==> config.mk <==
export PLATFORM = sky130hd
export DESIGN_NAME = braun_mult_pipe
export DESIGN_NICKNAME = d
export VERILOG_FILES = /design/src/rtl/braun_mult_pipe.sv
export SDC_FILE = /design/constraint.sdc
export NUM_CORES = 1
export LEC_CHECK = 0
export BUFFER_PORTS_ARGS = -buffer_cell sky130_fd_sc_hd__buf_2
export CAP_MARGIN = 20
export CORE_UTILIZATION = 51
export DETAILED_ROUTE_END_ITERATION = 7
export PLACE_DENSITY = 0.69
export SETUP_SLACK_MARGIN = 0.4
export SLEW_MARGIN = 20
export SYNTH_ARGS = -nofsm -noshare
export SYNTH_HDL_FRONTEND = slang
export SYNTH_SLANG_ARGS = --single-unit
==> constraint.sdc <==
create_clock -name clk -period 4.28 [get_ports clk]
set_clock_uncertainty 0.2 [all_clocks]
set_input_delay 0.428 -clock clk [delete_from_list [all_inputs] [get_ports clk]]
set_output_delay 0.428 -clock clk [all_outputs]
set_load 0.005 [all_outputs]
==> src/rtl/braun_mult_pipe.sv <==
// braun_mult_pipe
//   Pipelined Braun array multiplier for the FIR/IIR datapath. Operand b
//   contributes one partial-product row per bit; ROWS_PER_STAGE rows are
//   summed per stage at full A_W+B_W width, with a register after each
//   stage and a final output register. A per-sample mode bit selects
//   unsigned or two's-complement signed arithmetic. A single global
//   advance signal moves every stage at once, so bubbles are kept and a
//   stalled consumer freezes the whole pipe.
//
//   Latency: LAT = B_W / ROWS_PER_STAGE cycles from acceptance to
//   out_valid, plus one cycle per stall.
//
//   Optional feature (macro BRAUN_MULT_PIPE_FLUSH_EN): adds a flush input
//   that clears every valid bit at the next edge and blocks input
//   acceptance while high. Without the macro the pipe clears only on rst.
//
// Ports:
//   clk        rising-edge clock
//   rst        asynchronous active-high reset
//   flush      (BRAUN_MULT_PIPE_FLUSH_EN only) drop all in-flight samples
//   in_valid   input sample present
//   in_ready   input sample accepted this cycle (= global advance)
//   in_a       multiplicand, A_W bits
//   in_b       multiplier, B_W bits
//   in_signed  1: both operands two's-complement, 0: both unsigned
//   out_valid  out_prod holds a result
//   out_ready  consumer accepts the result
//   out_prod   product, A_W+B_W bits
//   busy       any stage or the output register holds a valid sample
module braun_mult_pipe #(
  parameter int A_W            = 8,
  parameter int B_W            = 8,
  parameter int ROWS_PER_STAGE = 2
) (
  input  logic               clk,
  input  logic               rst,
`ifdef BRAUN_MULT_PIPE_FLUSH_EN
  input  logic               flush,
`endif
  input  logic               in_valid,
  output logic               in_ready,
  input  logic [A_W-1:0]     in_a,
  input  logic [B_W-1:0]     in_b,
  input  logic               in_signed,
  output logic               out_valid,
  input  logic               out_ready,
  output logic [A_W+B_W-1:0] out_prod,
  output logic               busy
);

  localparam int P_W = A_W + B_W;
  localparam int LAT = B_W / ROWS_PER_STAGE;

  if (A_W < 2 || B_W < 2 || ROWS_PER_STAGE < 1 || (B_W % ROWS_PER_STAGE) != 0) begin : g_bad_param
    $error("braun_mult_pipe: need A_W>=2, B_W>=2 and B_W a multiple of ROWS_PER_STAGE");
  end

  // Adds one partial-product row to the running sum. In signed mode a is
  // sign-extended and the top row of b carries weight -2^(B_W-1), so it is
  // subtracted; everything wraps modulo 2^P_W, which is exactly the
  // two's-complement product.
  function automatic logic signed [P_W-1:0] add_row(
    input logic signed [P_W-1:0] acc,
    input logic [A_W-1:0]        a,
    input logic                  b_bit,
    input logic                  sgn,
    input int                    r
  );
    logic signed [P_W-1:0] a_ext;
    logic signed [P_W-1:0] term;
    a_ext = {{B_W{sgn & a[A_W-1]}}, a};
    term  = b_bit ? (a_ext <<< r) : '0;
    if (sgn && r == B_W - 1) add_row = acc - term;
    else                     add_row = acc + term;
  endfunction

  logic adv;
  logic clr;

  // Stage registers, index = stage number
  logic signed [P_W-1:0] sum_p [LAT];
  logic [A_W-1:0]        a_p   [LAT];
  logic [B_W-1:0]        b_p   [LAT];
  logic                  sgn_p [LAT];
  logic                  vld_p [LAT];

  // Stage inputs and next-state sums
  logic signed [P_W-1:0] sum_src [LAT];
  logic [A_W-1:0]        a_src   [LAT];
  logic [B_W-1:0]        b_src   [LAT];
  logic                  sgn_src [LAT];
  logic                  vld_src [LAT];
  logic signed [P_W-1:0] sum_nxt [LAT];

  assign adv = !out_valid || out_ready;

`ifdef BRAUN_MULT_PIPE_FLUSH_EN
  assign clr      = flush;
  assign in_ready = adv && !flush;
`else
  assign clr      = 1'b0;
  assign in_ready = adv;
`endif

  always_comb begin
    sum_src[0] = '0;
    a_src[0]   = in_a;
    b_src[0]   = in_b;
    sgn_src[0] = in_signed;
    vld_src[0] = in_valid && in_ready;
    for (int k = 1; k < LAT; k++) begin
      sum_src[k] = sum_p[k-1];
      a_src[k]   = a_p[k-1];
      b_src[k]   = b_p[k-1];
      sgn_src[k] = sgn_p[k-1];
      vld_src[k] = vld_p[k-1];
    end
    for (int k = 0; k < LAT; k++) begin
      sum_nxt[k] = sum_src[k];
      for (int j = 0; j < ROWS_PER_STAGE; j++) begin
        sum_nxt[k] = add_row(sum_nxt[k], a_src[k], b_src[k][k*ROWS_PER_STAGE+j],
                             sgn_src[k], k*ROWS_PER_STAGE+j);
      end
    end
  end

  // ---- stage 0 .. LAT-1 data registers ----
  always_ff @(posedge clk) begin
    if (adv) begin
      for (int k = 0; k < LAT; k++) begin
        sum_p[k] <= sum_nxt[k];
        a_p[k]   <= a_src[k];
        b_p[k]   <= b_src[k];
        sgn_p[k] <= sgn_src[k];
      end
    end
  end

  // ---- stage valids and output register ----
  // out_prod is reset because it must read 0 after reset; a flush only
  // drops valid bits and leaves data untouched.
  always_ff @(posedge clk or posedge rst) begin
    if (rst) begin
      for (int k = 0; k < LAT; k++) vld_p[k] <= 1'b0;
      out_valid <= 1'b0;
      out_prod  <= '0;
    end else begin
      if (adv) begin
        for (int k = 0; k < LAT; k++) vld_p[k] <= vld_src[k];
        out_valid <= vld_p[LAT-1];
        out_prod  <= sum_p[LAT-1];
      end
      if (clr) begin
        for (int k = 0; k < LAT; k++) vld_p[k] <= 1'b0;
        out_valid <= 1'b0;
      end
    end
  end

  always_comb begin
    busy = out_valid;
    for (int k = 0; k < LAT; k++) busy = busy | vld_p[k];
  end

endmodule

==> flow_summary.json, run 1 <==
{
  "yosysSeqAreaShare_pct": 50.9,
  "clk_latency_ns": 0.42,
  "post_cts_resized": 0,
  "arrival_ns": 3.58,
  "synthCells": 581,
  "drive_gt1_share_pct": 14.4,
  "io_pins": 40,
  "setup_viol": 0,
  "r2r_end": "sum_p[3][15]$_DFFE_PN_",
  "ys_warn_count": 0,
  "synth.largest_area_cell": "edfxtp_1",
  "antenna_found_initial": 0,
  "cts.sinks": 124,
  "ff2ff_setup_slack_ns": 0.67,
  "cts_tree": "done",
  "core_area_sq_um": 13400,
  "final_area_sq_um": 8260,
  "yosys.area.top_type_share_pct": 43.5,
  "grt_pass1_vias": 4584,
  "drc": 0,
  "grt_max_degree": 56,
  "place_area_sq_um": 7500,
  "netlist_area_sq_um": 7120,
  "drtPass1Iterations": 4,
  "yosys-top-cells-area": "edfxtp_1 (43%), ha_1 (9.1%), dfrtp_1 (7.4%), fa_1 (7.3%), and2_1 (3.5%)",
  "critical_path_class": "reg2reg",
  "clk_pin_slew_ns": 0.05,
  "synth-async-reset-ratio_pct": 16.9,
  "row_count": 42,
  "rsz0062_at_grt": "no",
  "max_freq_ghz": 0.277,
  "ys_ff_latch": 124,
  "start_util_pct": 53.1,
  "final.setup.tns_ns": 0,
  "hold_depth": 1,
  "num_vias": 4364,
  "cp.required_ns": 4.25,
  "status": "finished clean",
  "dr.first_iter.drc_count": 106,
  "routedWlPerCell_um": 13.6,
  "synth_fp_nets": 680,
  "synth-edff-count": 103,
  "die-height_um": 120,
  "maxCapViolations": 0,
  "grt.total_usage_pct": 17.5,
  "min_to": "a_p[0][1]$_DFFE_PN_",
  "area_delta_synth_final_pct": 16.1,
  "cts_buffers": 17,
  "viasPerCell": 5.23,
  "ant_nets": 0,
  "hold_viol": 0,
  "hold_start": "in_a[1]",
  "power.density_nw_per_um2": 844,
  "gp_congestion": 0.823,
  "relSlewSlack_pct": 46.4,
  "synth.distinct_cells": 50,
  "holdCritPathClass": "in2reg",
  "period_share_pct": 84.4,
  "tightest_slew_ns": 0.804,
  "die_w_um": 120,
  "synth_ff_type": "edfxtp_1",
  "synth_area_per_cell_sq_um": 12.2,
  "p_leak_nw": 3.56,
  "cts-root-buf": "clkbuf_16",
  "die_area_sq_um": 14400,
  "reg2reg_depth": 15,
  "dpl.hpwl_um": 8410,
  "port_buffers": 39,
  "period_needed_ns": 3.61,
  "r2r-start": "b_p[2][6]$_DFFE_PN_",
  "fin_nets": 745,
  "grt_overflow": 0,
  "grt_pass1_wl_um": 19400,
  "crit_fanout": 6,
  "drv_slew": 0,
  "num_antenna_cells": 0,
  "routed_wl_um": 11300,
  "clockBufferDepth": 2,
  "worst_setup_path_end_kind": "flip-flop",
  "ir_drop_mv": 0.390,
  "htree_levels": 4,
  "start_kind": "flip-flop"
}
registers in the layout, indices dropped and copies added (netlist names):
name,flops
out_valid,1
b_p,12
a_p,24
sum_p,64
vld_p,4
sgn_p,3
out_prod,16
worst max-delay path by stage:
stage / cells past startpoint / end / from
after global routing: 15 / sum_p[3][15]$_DFFE_PN_ / b_p[2][6]$_DFFE_PN_
after floorplan: 3 / a_p[0][0]$_DFFE_PN_ / out_valid$_DFFE_PP0N_
after detailed placement: 15 / sum_p[3][15]$_DFFE_PN_ / b_p[2][6]$_DFFE_PN_
after global placement: 15 / sum_p[3][15]$_DFFE_PN_ / b_p[2][6]$_DFFE_PN_
final: 15 / sum_p[3][15]$_DFFE_PN_ / b_p[2][6]$_DFFE_PN_
after CTS: 15 / sum_p[3][15]$_DFFE_PN_ / b_p[2][6]$_DFFE_PN_
cell usage in the layout, fill, tap and decap left out, types with 16 or more instances in the layout:
cell type and n:
inv_1 42, nand2_1 34, clkbuf_16 17, mux2_1 16
buf_2 39, fa_1 26, edfxtp_1 103, nor2_1 36
a21oi_1 20, and2_1 40, dfrtp_1 21, xnor2_1 27
xor2_1 17, ha_1 52
critical path, stage by stage, from the launching register on:
cell	delay, ns
edfxtp_1	0.47
and2_1	0.19
ha_1	0.22
fa_1	0.41
a21o_1	0.18
a21oi_1	0.21
nor2b_1	0.08
o21a_1	0.19
nor2_1	0.13
xnor2_1	0.09
ha_1	0.30
o21ai_0	0.09
a31oi_1	0.24
nor2_1	0.11
a21oi_1	0.16
xnor2_1	0.08
through the flow:
step	setup WS (ns)	utilization, %	total power, mW	cells	hold slack (ns)
after global routing	0.421	61.7	7.54	835	0.0168
final	0.666	61.7	6.98	835	0.0190
after CTS	0.602	61.4	7.00	831	0.00274
after global placement	0.690	56.0	5.39	785	0.204
after detailed placement	0.606	56.0	5.56	785	0.205
after floorplan	0.852	-	4.89	581	0.200
Yosys cell counts, types with 16 or more instances:
master / instances
xor2_1: 17
nand2_1: 34
and2_1: 40
edfxtp_1: 103
inv_1: 43
mux2_1: 16
dfrtp_1: 21
ha_1: 52
fa_1: 26
xnor2_1: 27
a21oi_1: 20
nor2_1: 36
what timing repair did:
action	4_1_cts	5_1_grt
hold buffers	14	0
hold endpoints to repair	34	0
buffers inserted	0	4
setup endpoints to repair	0	1
power by group:
| part | internal, mW | leakage (nW) | switching [mW] | total (mW) |
|---|---|---|---|---|
| logic | 1.53 | 1.99 | 1.70 | 3.23 |
| clock network | 0.870 | 0.283 | 0.519 | 1.39 |
| registers | 2.10 | 1.29 | 0.261 | 2.36 |
final cells by class:
class                      count  area (sq um)
timing repair buffer          59           398
sequential                   124          3620
clock buffer                  18           439
fill                        1029          5140
multi-input combinational    399          3270
inverter                      45           173
clock inverter                14           143
tap                          176           220
metal layers:
metal / wire length, um / vias to the layer above / track usage [%]
li1: - / 2184 / -
met2: 6240 / 69 / 33.6
met1: 4460 / 2086 / 16.8
met3: 269 / 25 / 3.85
met5: 0 / - / 0
met4: 351 / 0 / 10.4
kinds of logic (layout without fill, tap and decap cells):
kind of cell / Yosys count / after routing / synth area share (%)
muxes: 21 / 21 / 3.31
buffers and inverters: 58 / 136 / 3.22
DFF: 124 / 124 / 50.9
AOI/OAI and AO/OA: 89 / 89 / 8.41
xor gates and xnor gates: 45 / 45 / 5.64
adders and majority gates: 78 / 78 / 16.5
and+or+nand+nor: 166 / 166 / 12.1
Power figures use the tool's default switching activity.
==> inputs of run 2 (changes only) <==
Settings changed: ABC_AREA set to 1, PLACE_DENSITY 0.69 to 0.68.
Clock period 4.28 ns to 3.5 ns, I/O delays scaled along.
==> flow_summary.json, run 2 <==
{
  "crit_buf_inv": 2,
  "io_pins": 40,
  "path_delay_family": "adder cells",
  "ys_ff_latch": 124,
  "hold_viol": 0,
  "clk_latency_ns": 0.41,
  "cpMostUsedCell": "nand2_1",
  "setup_viol": 0,
  "clockBufferDepth": 2,
  "row_count": 43,
  "cts.sinks": 124,
  "yosys-top-cells-area": "edfxtp_1 (42%), ha_1 (8.8%), nand2_1 (8.5%), dfrtp_1 (7.1%), fa_1 (7.1%)",
  "max_freq_ghz": 0.325,
  "dr.first_iter.drc_count": 137,
  "top_register": "sum_p",
  "rsz0062_at_grt": "yes",
  "period_needed_ns": 3.07,
  "r2r-start": "b_p[2][6]$_DFFE_PN_",
  "relSlewSlack_pct": 34.0,
  "status": "finished clean",
  "synth_commonest_cells": "nand2_1 (166), inv_1 (119), edfxtp_1 (103)",
  "synth.distinct_cells": 36,
  "die-height_um": 122,
  "ff2ff_setup_slack_ns": 0.43,
  "crit_fanout": 6,
  "die_w_um": 122,
  "fin_cells": 984,
  "layout_commonest_cell": "nand2_1",
  "drive_gt1_share_pct": 14.9,
  "netlist_area_sq_um": 7370,
  "num_vias": 4987,
  "htree_levels": 4,
  "setup_ws_ns": 0.426,
  "worst_setup_path_end_kind": "flip-flop",
  "synth.largest_area_cell": "edfxtp_1",
  "cts-root-buf": "clkbuf_16",
  "grt.total_usage_pct": 18.7,
  "start_kind": "flip-flop",
  "drc": 0,
  "grt_max_degree": 81,
  "routedWlPerCell_um": 13.0,
  "gp_congestion": 0.897,
  "min_to": "sum_p[0][0]$_SDFFCE_PN0N_",
  "die_area_sq_um": 14900,
  "area_delta_synth_final_pct": 17.1,
  "antenna_found_initial": 0,
  "reg2reg_depth": 17,
  "grt_pass1_wl_um": 21500,
  "reg.largest.list": "sum_p x64, a_p x24, out_prod x16",
  "synth_area_per_cell_sq_um": 10.2,
  "synth-edff-count": 103,
  "yosysSeqAreaShare_pct": 49.1,
  "final_area_sq_um": 8630,
  "synthCells": 723,
  "synth_fp_nets": 822,
  "crit_cells": 17,
  "period_share_pct": 87.8,
  "place_inst": 930,
  "fin_nets": 890,
  "hold_depth": 3,
  "clk_pin_slew_ns": 0.06,
  "yosys.area.top_type_share_pct": 42.0,
  "critical_path_class": "reg2reg",
  "start_util_pct": 52.7,
  "drtPass1Iterations": 4,
  "dpl_worst_slack_ns": 0.189,
  "r2r_end": "sum_p[3][15]$_DFFE_PN_",
  "fillCellCount": 1119,
  "hold_start": "in_b[0]",
  "yosysMostFrequentCell": "nand2_1",
  "grt_pass1_vias": 5158,
  "synth_ff_type": "edfxtp_1",
  "synth-async-reset-ratio_pct": 16.9,
  "num_antenna_cells": 0,
  "path_cells": "nand2_1 > inv_2 > ha_4 > fa_2 > nand3_2 > nand2_2 > nand4_1 > nand3_1 > xor2_1 > ha_1 > a21oi_2 > a21boi_2 > nand2_1 > nor2_2 > inv_1 > nand2_1 > nand2_1",
  "viasPerCell": 5.07,
  "layout_common_cells": "nand2_1 (161), inv_1 (116), edfxtp_1 (103)",
  "ys_warn_count": 0,
  "routed_wl_um": 12800,
  "cts_tree": "done",
  "dpl.hpwl_um": 9510,
  "core_area_sq_um": 14000,
  "largest_register_ffs": 64,
  "cts_buffers": 17,
  "ant_nets": 0,
  "critPathMaxStageDelay_ns": 0.48,
  "place_area_sq_um": 7750,
  "holdCritPathClass": "in2reg",
  "cp.required_ns": 3.46,
  "tightest_slew_ns": 0.989,
  "port_buffers": 39,
  "final.setup.tns_ns": 0,
  "grt_overflow": 0,
  "drv_slew": 0,
  "maxCapViolations": 0,
  "arrival_ns": 3.04,
  "slowest_stage": "edfxtp_1"
}
-- run 2: changes by cell type after synthesis, moves of 10 or more --
cell,previous run,this run
nand2_1,34,166
inv_1,43,119
and2_1,40,0
nand3_1,5,27
a21oi_1,20,34
xor2_1,17,30
and3_1,10,0
o21a_1,10,0
xnor2_1,27,17
-- run 2: kinds of logic (layout without fill, tap and decap cells) --
| kind of cell | Yosys count | after routing | synth area share, % |
|---|---|---|---|
| mux | 17 | 17 | 2.60 |
| simple gates | 240 | 240 | 13.2 |
| xor+xnor | 48 | 48 | 5.81 |
| fa+ha+maj | 78 | 78 | 15.9 |
| flops | 124 | 124 | 49.1 |
| buf+inv | 143 | 224 | 7.54 |
| compound gates | 73 | 73 | 5.82 |
-- run 2: what timing repair did --
action                                  4_1_cts  5_1_grt
endpoints found under the hold margin        37        0
gates resized for setup                       5       22
pin swaps                                     3       12
buffers inserted                              3        2
endpoints found under the setup margin        3        8
hold buffers                                 17        0
-- run 2: layer usage --
metal / wire (um) / GRT usage, % / vias to the layer above
li1: - / - / 2493
met1: 4980 / 18.2 / 2389
met2: 7170 / 35.8 / 80
met3: 336 / 4.78 / 25
met4: 319 / 9.83 / 0
met5: 0 / 0 / -
-- run 2: worst max path at each step --
stage | to | startpoint | slack (ns)
2_1_floorplan | sum_p[1][11]$_DFFE_PN_ | b_p[0][2]$_DFFE_PN_ | 0.41
3_3_place_gp | sum_p[3][15]$_DFFE_PN_ | b_p[2][6]$_DFFE_PN_ | 0.33
3_5_place_dp | sum_p[3][15]$_DFFE_PN_ | b_p[2][6]$_DFFE_PN_ | 0.19
4_1_cts | sum_p[3][15]$_DFFE_PN_ | b_p[2][6]$_DFFE_PN_ | 0.41
5_1_grt | sum_p[3][15]$_DFFE_PN_ | b_p[2][6]$_DFFE_PN_ | 0.22
6_report | sum_p[3][15]$_DFFE_PN_ | b_p[2][6]$_DFFE_PN_ | 0.43
-- run 2: worst register-to-register path, cell delays in order, from the launching register on --
cell	delay [ns]
edfxtp_1	0.48
nand2_1	0.12
inv_2	0.05
ha_4	0.16
fa_2	0.38
nand3_2	0.08
nand2_2	0.07
nand4_1	0.08
nand3_1	0.08
xor2_1	0.15
ha_1	0.36
a21oi_2	0.14
a21boi_2	0.16
nand2_1	0.07
nor2_2	0.12
inv_1	0.04
nand2_1	0.05
nand2_1	0.05
-- run 2: layout make-up --
class,instances,area (sq um),area share [%]
multi-input cells,456,3320,38.4
flip-flops and latches,124,3620,41.9
repair buffers,63,430,4.99
clock inverters,12,87.6,1.01
clock buffers,20,468,5.42
inverters,129,484,5.61
well taps,180,225,2.61
-- run 2: metrics by stage --
step / hold WS [ns] / utilization (%)
global placement: 0.203 / 55.4
global route: 0.135 / 61.7
finish: 0.121 / 61.7
detailed placement: 0.205 / 55.4
floorplan: 0.127 / -
CTS: 0.120 / 60.9
Power of run 2 is not shown: default switching activity piles up to over one toggle a cycle in this logic, so the estimate is an artifact.
